<file path="src/rtl/mem_arb_pkg.sv">
// mem_arbiter shared definitions: memory op codes, FSM states, owner ids
// and the op normalisation / misalignment helpers.
package mem_arb_pkg;

    localparam logic [2:0] OP_B  = 3'b000;
    localparam logic [2:0] OP_H  = 3'b001;
    localparam logic [2:0] OP_W  = 3'b010;
    localparam logic [2:0] OP_BU = 3'b100;
    localparam logic [2:0] OP_HU = 3'b101;

    typedef enum logic [1:0] {
        IDLE = 2'd0,
        BUSY = 2'd1,
        RESP = 2'd2
    } state_e;

    // Owner ids double as bit positions in the one-hot grant vector.
    localparam logic OWN_IFU = 1'b0;
    localparam logic OWN_LSU = 1'b1;

    // Unused op encodings behave as a word access.
    function automatic logic [2:0] norm_op(input logic [2:0] op);
        case (op)
            OP_B, OP_H, OP_W, OP_BU, OP_HU: return op;
            default:                        return OP_W;
        endcase
    endfunction

    // A halfword only faults when it would straddle a word boundary.
    function automatic logic misaligned(input logic [2:0] op,
                                        input logic [1:0] a);
        case (op)
            OP_H, OP_HU: return a == 2'b11;
            OP_W:        return a != 2'b00;
            default:     return 1'b0;
        endcase
    endfunction

endpackage

</file>
<file path="src/rtl/mem_arb_pick.sv">
// mem_arb_pick: combinational winner selection between IFU and LSU.
// Ports: ifu_valid_i, lsu_valid_i, ptr_i (MEM_ARB_RR_EN only; 1 favours
// LSU), gnt_o one-hot indexed by OWN_IFU / OWN_LSU.
// MEM_ARB_RR_EN defined: round-robin on contention; otherwise LSU wins.
module mem_arb_pick
    import mem_arb_pkg::*;
(
    input  logic       ifu_valid_i,
    input  logic       lsu_valid_i,
`ifdef MEM_ARB_RR_EN
    input  logic       ptr_i,
`endif
    output logic [1:0] gnt_o
);

    always_comb begin
        gnt_o = 2'b00;
        if (ifu_valid_i && lsu_valid_i) begin
`ifdef MEM_ARB_RR_EN
            if (ptr_i) gnt_o[OWN_LSU] = 1'b1;
            else       gnt_o[OWN_IFU] = 1'b1;
`else
            gnt_o[OWN_LSU] = 1'b1;
`endif
        end else if (lsu_valid_i) begin
            gnt_o[OWN_LSU] = 1'b1;
        end else if (ifu_valid_i) begin
            gnt_o[OWN_IFU] = 1'b1;
        end
    end

endmodule

</file>
<file path="src/rtl/mem_arbiter.sv">
// mem_arbiter: shares one data-memory port between IFU and LSU with a
// programmable access latency and misalignment rejection.
// Ports: clk_i, rst_i (sync, active high); ifu_* / lsu_* valid-ready
// request channels with one-cycle resp pulses; resp_rdata_o shared;
// mem_* drives the memory wrapper, mem_rdata_i is combinational.
// Parameter LATENCY (1..15): BUSY cycles before memory is touched.
// Macro MEM_ARB_RR_EN selects round-robin instead of LSU priority.
module mem_arbiter
    import mem_arb_pkg::*;
#(
    parameter int unsigned LATENCY = 1
) (
    input  logic        clk_i,
    input  logic        rst_i,
    input  logic        ifu_valid_i,
    output logic        ifu_ready_o,
    input  logic [31:0] ifu_addr_i,
    output logic        ifu_resp_valid_o,
    output logic        ifu_resp_err_o,
    input  logic        lsu_valid_i,
    output logic        lsu_ready_o,
    input  logic [31:0] lsu_addr_i,
    input  logic        lsu_wen_i,
    input  logic [2:0]  lsu_op_i,
    input  logic [31:0] lsu_wdata_i,
    output logic        lsu_resp_valid_o,
    output logic        lsu_resp_err_o,
    output logic [31:0] resp_rdata_o,
    output logic [31:0] mem_addr_o,
    output logic        mem_rd_en_o,
    output logic        mem_wr_en_o,
    output logic [2:0]  mem_op_o,
    output logic [31:0] mem_wdata_o,
    input  logic [31:0] mem_rdata_i
);

    localparam logic [3:0] CNT_INIT = 4'(LATENCY - 1);

    state_e      state_q, state_d;
    logic [3:0]  cnt_q, cnt_d;
    logic [31:0] addr_q, addr_d;
    logic [31:0] wdata_q, wdata_d;
    logic [31:0] rdata_q, rdata_d;
    logic [2:0]  op_q, op_d;
    logic        wen_q, wen_d;
    logic        own_q, own_d;
    logic        err_q, err_d;
    logic [1:0]  gnt;
`ifdef MEM_ARB_RR_EN
    logic        ptr_q, ptr_d;
`endif

    mem_arb_pick u_pick (
        .ifu_valid_i (ifu_valid_i),
        .lsu_valid_i (lsu_valid_i),
`ifdef MEM_ARB_RR_EN
        .ptr_i       (ptr_q),
`endif
        .gnt_o       (gnt)
    );

    always_comb begin
        state_d          = state_q;
        cnt_d            = cnt_q;
        addr_d           = addr_q;
        wdata_d          = wdata_q;
        rdata_d          = rdata_q;
        op_d             = op_q;
        wen_d            = wen_q;
        own_d            = own_q;
        err_d            = err_q;
`ifdef MEM_ARB_RR_EN
        ptr_d            = ptr_q;
`endif
        ifu_ready_o      = 1'b0;
        lsu_ready_o      = 1'b0;
        ifu_resp_valid_o = 1'b0;
        ifu_resp_err_o   = 1'b0;
        lsu_resp_valid_o = 1'b0;
        lsu_resp_err_o   = 1'b0;
        resp_rdata_o     = 32'h0;
        mem_addr_o       = 32'h0;
        mem_rd_en_o      = 1'b0;
        mem_wr_en_o      = 1'b0;
        mem_op_o         = 3'b000;
        mem_wdata_o      = 32'h0;

        unique case (state_q)
            IDLE: begin
                // A handshake during reset would be lost, so hide ready.
                ifu_ready_o = gnt[OWN_IFU] & ~rst_i;
                lsu_ready_o = gnt[OWN_LSU] & ~rst_i;
                if (|gnt) begin
                    if (gnt[OWN_LSU]) begin
                        own_d   = OWN_LSU;
                        addr_d  = lsu_addr_i;
                        op_d    = norm_op(lsu_op_i);
                        wen_d   = lsu_wen_i;
                        wdata_d = lsu_wdata_i;
                    end else begin
                        own_d   = OWN_IFU;
                        addr_d  = ifu_addr_i;
                        op_d    = OP_W;
                        wen_d   = 1'b0;
                        wdata_d = 32'h0;
                    end
                    err_d   = misaligned(op_d, addr_d[1:0]);
                    rdata_d = 32'h0;
                    cnt_d   = CNT_INIT;
                    state_d = err_d ? RESP : BUSY;
`ifdef MEM_ARB_RR_EN
                    // Favour whoever did not just win.
                    ptr_d   = gnt[OWN_IFU];
`endif
                end
            end
            BUSY: begin
                if (cnt_q == 4'd0) begin
                    mem_rd_en_o = ~wen_q;
                    // A store must not commit while reset is discarding it.
                    mem_wr_en_o = wen_q & ~rst_i;
                    if (mem_rd_en_o || mem_wr_en_o) begin
                        mem_addr_o  = addr_q;
                        mem_op_o    = op_q;
                        mem_wdata_o = wdata_q;
                    end
                    if (!wen_q) rdata_d = mem_rdata_i;
                    state_d = RESP;
                end else begin
                    cnt_d = cnt_q - 4'd1;
                end
            end
            RESP: begin
                if (!rst_i) begin
                    resp_rdata_o = rdata_q;
                    if (own_q == OWN_LSU) begin
                        lsu_resp_valid_o = 1'b1;
                        lsu_resp_err_o   = err_q;
                    end else begin
                        ifu_resp_valid_o = 1'b1;
                        ifu_resp_err_o   = err_q;
                    end
                end
                state_d = IDLE;
            end
            default: state_d = IDLE;
        endcase
    end

    always_ff @(posedge clk_i) begin
        if (rst_i) begin
            state_q <= IDLE;
            cnt_q   <= 4'd0;
            addr_q  <= 32'h0;
            wdata_q <= 32'h0;
            rdata_q <= 32'h0;
            op_q    <= 3'b000;
            wen_q   <= 1'b0;
            own_q   <= OWN_IFU;
            err_q   <= 1'b0;
`ifdef MEM_ARB_RR_EN
            ptr_q   <= 1'b0;
`endif
        end else begin
            state_q <= state_d;
            cnt_q   <= cnt_d;
            addr_q  <= addr_d;
            wdata_q <= wdata_d;
            rdata_q <= rdata_d;
            op_q    <= op_d;
            wen_q   <= wen_d;
            own_q   <= own_d;
            err_q   <= err_d;
`ifdef MEM_ARB_RR_EN
            ptr_q   <= ptr_d;
`endif
        end
    end

endmodule

</file>
<file path="config.mk">
export PLATFORM = sky130hd
export DESIGN_NAME = mem_arbiter
export DESIGN_NICKNAME = d
export VERILOG_FILES = /design/src/rtl/mem_arb_pkg.sv /design/src/rtl/mem_arb_pick.sv /design/src/rtl/mem_arbiter.sv
export SDC_FILE = /design/constraint.sdc
export NUM_CORES = 1
export LEC_CHECK = 0
export ABC_AREA = 1
export BUFFER_PORTS_ARGS = -buffer_cell sky130_fd_sc_hd__buf_2
export CORE_MARGIN = 2
export CORE_UTILIZATION = 40
export DETAILED_ROUTE_END_ITERATION = 10
export PLACE_DENSITY = 0.75
export SLEW_MARGIN = 40
export SYNTH_ARGS = -nofsm -noshare
export SYNTH_HDL_FRONTEND = slang
export SYNTH_SLANG_ARGS = --single-unit
export TNS_END_PERCENT = 100
</file>
<file path="constraint.sdc">
create_clock -name clk_i -period 1.3 [get_ports clk_i]
set_clock_uncertainty 0.05 [all_clocks]
set_input_delay 0.065 -clock clk_i [delete_from_list [all_inputs] [get_ports clk_i]]
set_output_delay 0.065 -clock clk_i [all_outputs]
set_load 0.1 [all_outputs]
</file>
==> metrics.cfg <==
[critical_path]
cell_chain_critical_path=inv_2, nand2_4, inv_4, nand3_4, buf_12, clkbuf_16, nor3_4, buf_12
critPathMostFrequentCell=sky130_fd_sc_hd__buf_12
worst_setup_path_start_kind=flip-flop
crit_path_end_kind=primary output
worst_path_max_delay_cell=sky130_fd_sc_hd__dfxtp_2
timing.critical_path.arrival_ns=1.83
timing.critical_path.fanout_max=9
worstSetupPathType=flip-flop to primary output
timing.rr.start=state_q[0]$_SDFFE_PP0P_
critical_path_required_ns=1.19
setup.worst_path.start=state_q[1]$_SDFFE_PP0P_
worst_path_max_stage_delay_ns=0.35

[final_layout]
design_area_um2=11520
drive_gt1_share_pct=43.09
area_taken_by_multi_input_logic_gates_um2=3413
fin_cells=1292
area.sequential_um2=2170
utilization_pct=92.06
n_fill_cell=468
num-nets-final=1247
syn_to_final_growth_pct=125.7

[grt]
global_route.overflow_total=0
first_pass_grt_wire_length_um=40760
first_global_vias=7438
grt_antenna_before_repair=8
groute.usage.overall_pct=40.17
grt_start_max_net_pins=33

[yosys]
post_synth_inst_count=730
synth_most_common_cell=sky130_fd_sc_hd__inv_1
async_reset_ff_share_pct=0
yosys_register_bits=108
mappedNetlistNets=868
synth_top_cell_area_share_pct=42.34
synth_area_per_cell_um2=6.995
netlist_top_cells_count=137 x sky130_fd_sc_hd__inv_1, 108 x sky130_fd_sc_hd__dfxtp_1, 102 x sky130_fd_sc_hd__nand2_1
syn-cell-area_um2=5106
synth_largest_area_cell=sky130_fd_sc_hd__dfxtp_1
number_of_enable_flip_flop_cells_after_synthesis=0
synth_ff_type=sky130_fd_sc_hd__dfxtp_1
netlist_top_cells_area=sky130_fd_sc_hd__dfxtp_1 42%, sky130_fd_sc_hd__inv_1 10%, sky130_fd_sc_hd__nand2_1 7.5%
yosys_warning_total=0
synth_cell_type_count=23
yosysSeqAreaShare_pct=42.34

[floorplanning]
placeableCoreArea_um2=12520
die_w_um=117.0
dieArea_um2=13690
boundaryPins=243
initial_core_util_pct=40.79
chipHeight_um=117.0
rows=41

[power_and_ir_drop]
vdd.ir_drop.worst_uv=802.0
power-per-cell-area_nw_per_um2=947.4
cellLeakagePower_nw=4.603
total_chip_power_mw=10.92

[sta]
fin_setup_tns_ns=-79.60
fin_crit_sh_pct=150.0
max_slew_margin_pct=58.27
grt_setup_unrepaired=true
finalHoldViolCount=1
fin_ws_ns=-0.6495
worst_slew_pin_slew_ns=0.6086
final-setup-viol-count=215
final.hold.worst_slack_ns=-0.01018
fmaxAchievable_mhz=513.0
slew_viol_final=0
final.min_clock_period_ns=1.949

[clock_tree]
cts_made_buffers=9
clk_latency_ns=0.36
clock_root_buffer_master=sky130_fd_sc_hd__clkbuf_16
clk_pin_slew_ns=0.09
cts_tree=yes
clock_sink_count=108
cts_htree_levels=3
clk_path_buf_depth=2

[place]
gp_congestion=0.8780
postPlaceCellArea_um2=9653
detailedPlace.worstSlack_ns=-0.1536
place.detailed.instances=1148
post-dp-hpwl_um=14060
place.port_buffers=242

[outcome]
violations_in_the_final_reports=hold timing, setup timing
outcome=complete, but fails checks

[flow_run]
drv_cap=0

[route]
num_vias=7536
dr_iter_0_viols=1120
drt.antenna.violating_nets=0
post_drt_via_cell_ratio=5.833
wl_per_cell_um=24.56
final_wirelength_um=31740
drt_pre_antenna_iters=7
post-route-drc-count=0

[worst_hold_path]
worstHoldPathType=input port to flip-flop
beginning_of_the_worst_hold_path=lsu_addr_i[29]

[worst paths after layout]
kind	endpoint	slack (ns)	depth (start not counted)
hold reg to reg	rdata_q[6]$_SDFFE_PP0P_	0.42	2
setup reg to reg	wen_q$_SDFFE_PP0P_	-0.50	7
setup / recovery	mem_wdata_o[31]	-0.65	8
hold / removal	addr_q[29]$_SDFFE_PP0P_	-0.01	3
[what timing repair did]
action / 4_1_cts / 5_1_grt
setup buffers: 6 / 5
hold buffers: 102 / 0
pin swaps: 4 / 3
gates resized for setup: 14 / 39
endpoints found under the hold margin: 74 / 0
cloned: 2 / 8
setup endpoints to repair: 208 / 215
[final cells by class]
class	count	area share, %
tap	172	1.868
timing repair buffer	420	42.10
antenna	6	0.1303
multi-input combinational	430	29.62
inverter	140	4.658
clock inverter	3	0.3692
clock buffer	13	2.432
sequential	108	18.83
[where the power goes]
part	total [mW]	internal, mW	switching [mW]
clock network	3.12	1.71	1.41
registers	3.79	3.62	0.175
logic	4.01	1.53	2.48
total	10.9	6.86	4.06
[flip-flops by register name, indices dropped and copies added, names as in the netlist]
signal,flops
wen_q,1
own_q,1
err_q,1
cnt_q,4
addr_q,32
wdata_q,32
op_q,3
rdata_q,32
state_q,2
[kinds of logic after synthesis]
family / synth area share (%)
compound gates: 12.08
buf+inv: 14.95
fa+ha+maj: 0.4900
mux: 5.881
flops: 42.34
simple gates: 24.26
[worst max-delay path: cells and delay by family (launching register included)]
| kind | cells | cell delay, ns |
|---|---|---|
| flops | 1 | 0.35 |
| buf+inv | 5 | 0.74 |
| simple gates | 3 | 0.37 |
[cells in the final DEF (no fill, tap or decap), types with 7 or more instances in the layout]
cell and count:
sky130_fd_sc_hd__inv_1 131, sky130_fd_sc_hd__buf_12 125, sky130_fd_sc_hd__a21oi_1 38, sky130_fd_sc_hd__nor3_4 68
sky130_fd_sc_hd__dlygate4sd3_1 101, sky130_fd_sc_hd__clkbuf_16 17, sky130_fd_sc_hd__buf_4 40, sky130_fd_sc_hd__buf_2 135
sky130_fd_sc_hd__mux2i_1 30, sky130_fd_sc_hd__o22ai_1 24, sky130_fd_sc_hd__o22ai_2 7, sky130_fd_sc_hd__o21ai_1 10
sky130_fd_sc_hd__nor2_1 39, sky130_fd_sc_hd__nand2_1 99, sky130_fd_sc_hd__buf_6 9, sky130_fd_sc_hd__o21ai_0 27
sky130_fd_sc_hd__nand4_1 21, sky130_fd_sc_hd__nand3_1 7, sky130_fd_sc_hd__nor2_4 37, sky130_fd_sc_hd__dfxtp_1 104
[per-layer routing]
metal / track usage [%] / up-vias / wire, um
met4: 25.96 / 4 / 2645
met2: 72.79 / 703 / 16040
met1: 39.37 / 3477 / 9448
met5: 0 / - / 42
met3: 12.77 / 243 / 3562
li1: - / 3109 / -
No activity file was read; power rests on OpenSTA's default activity.
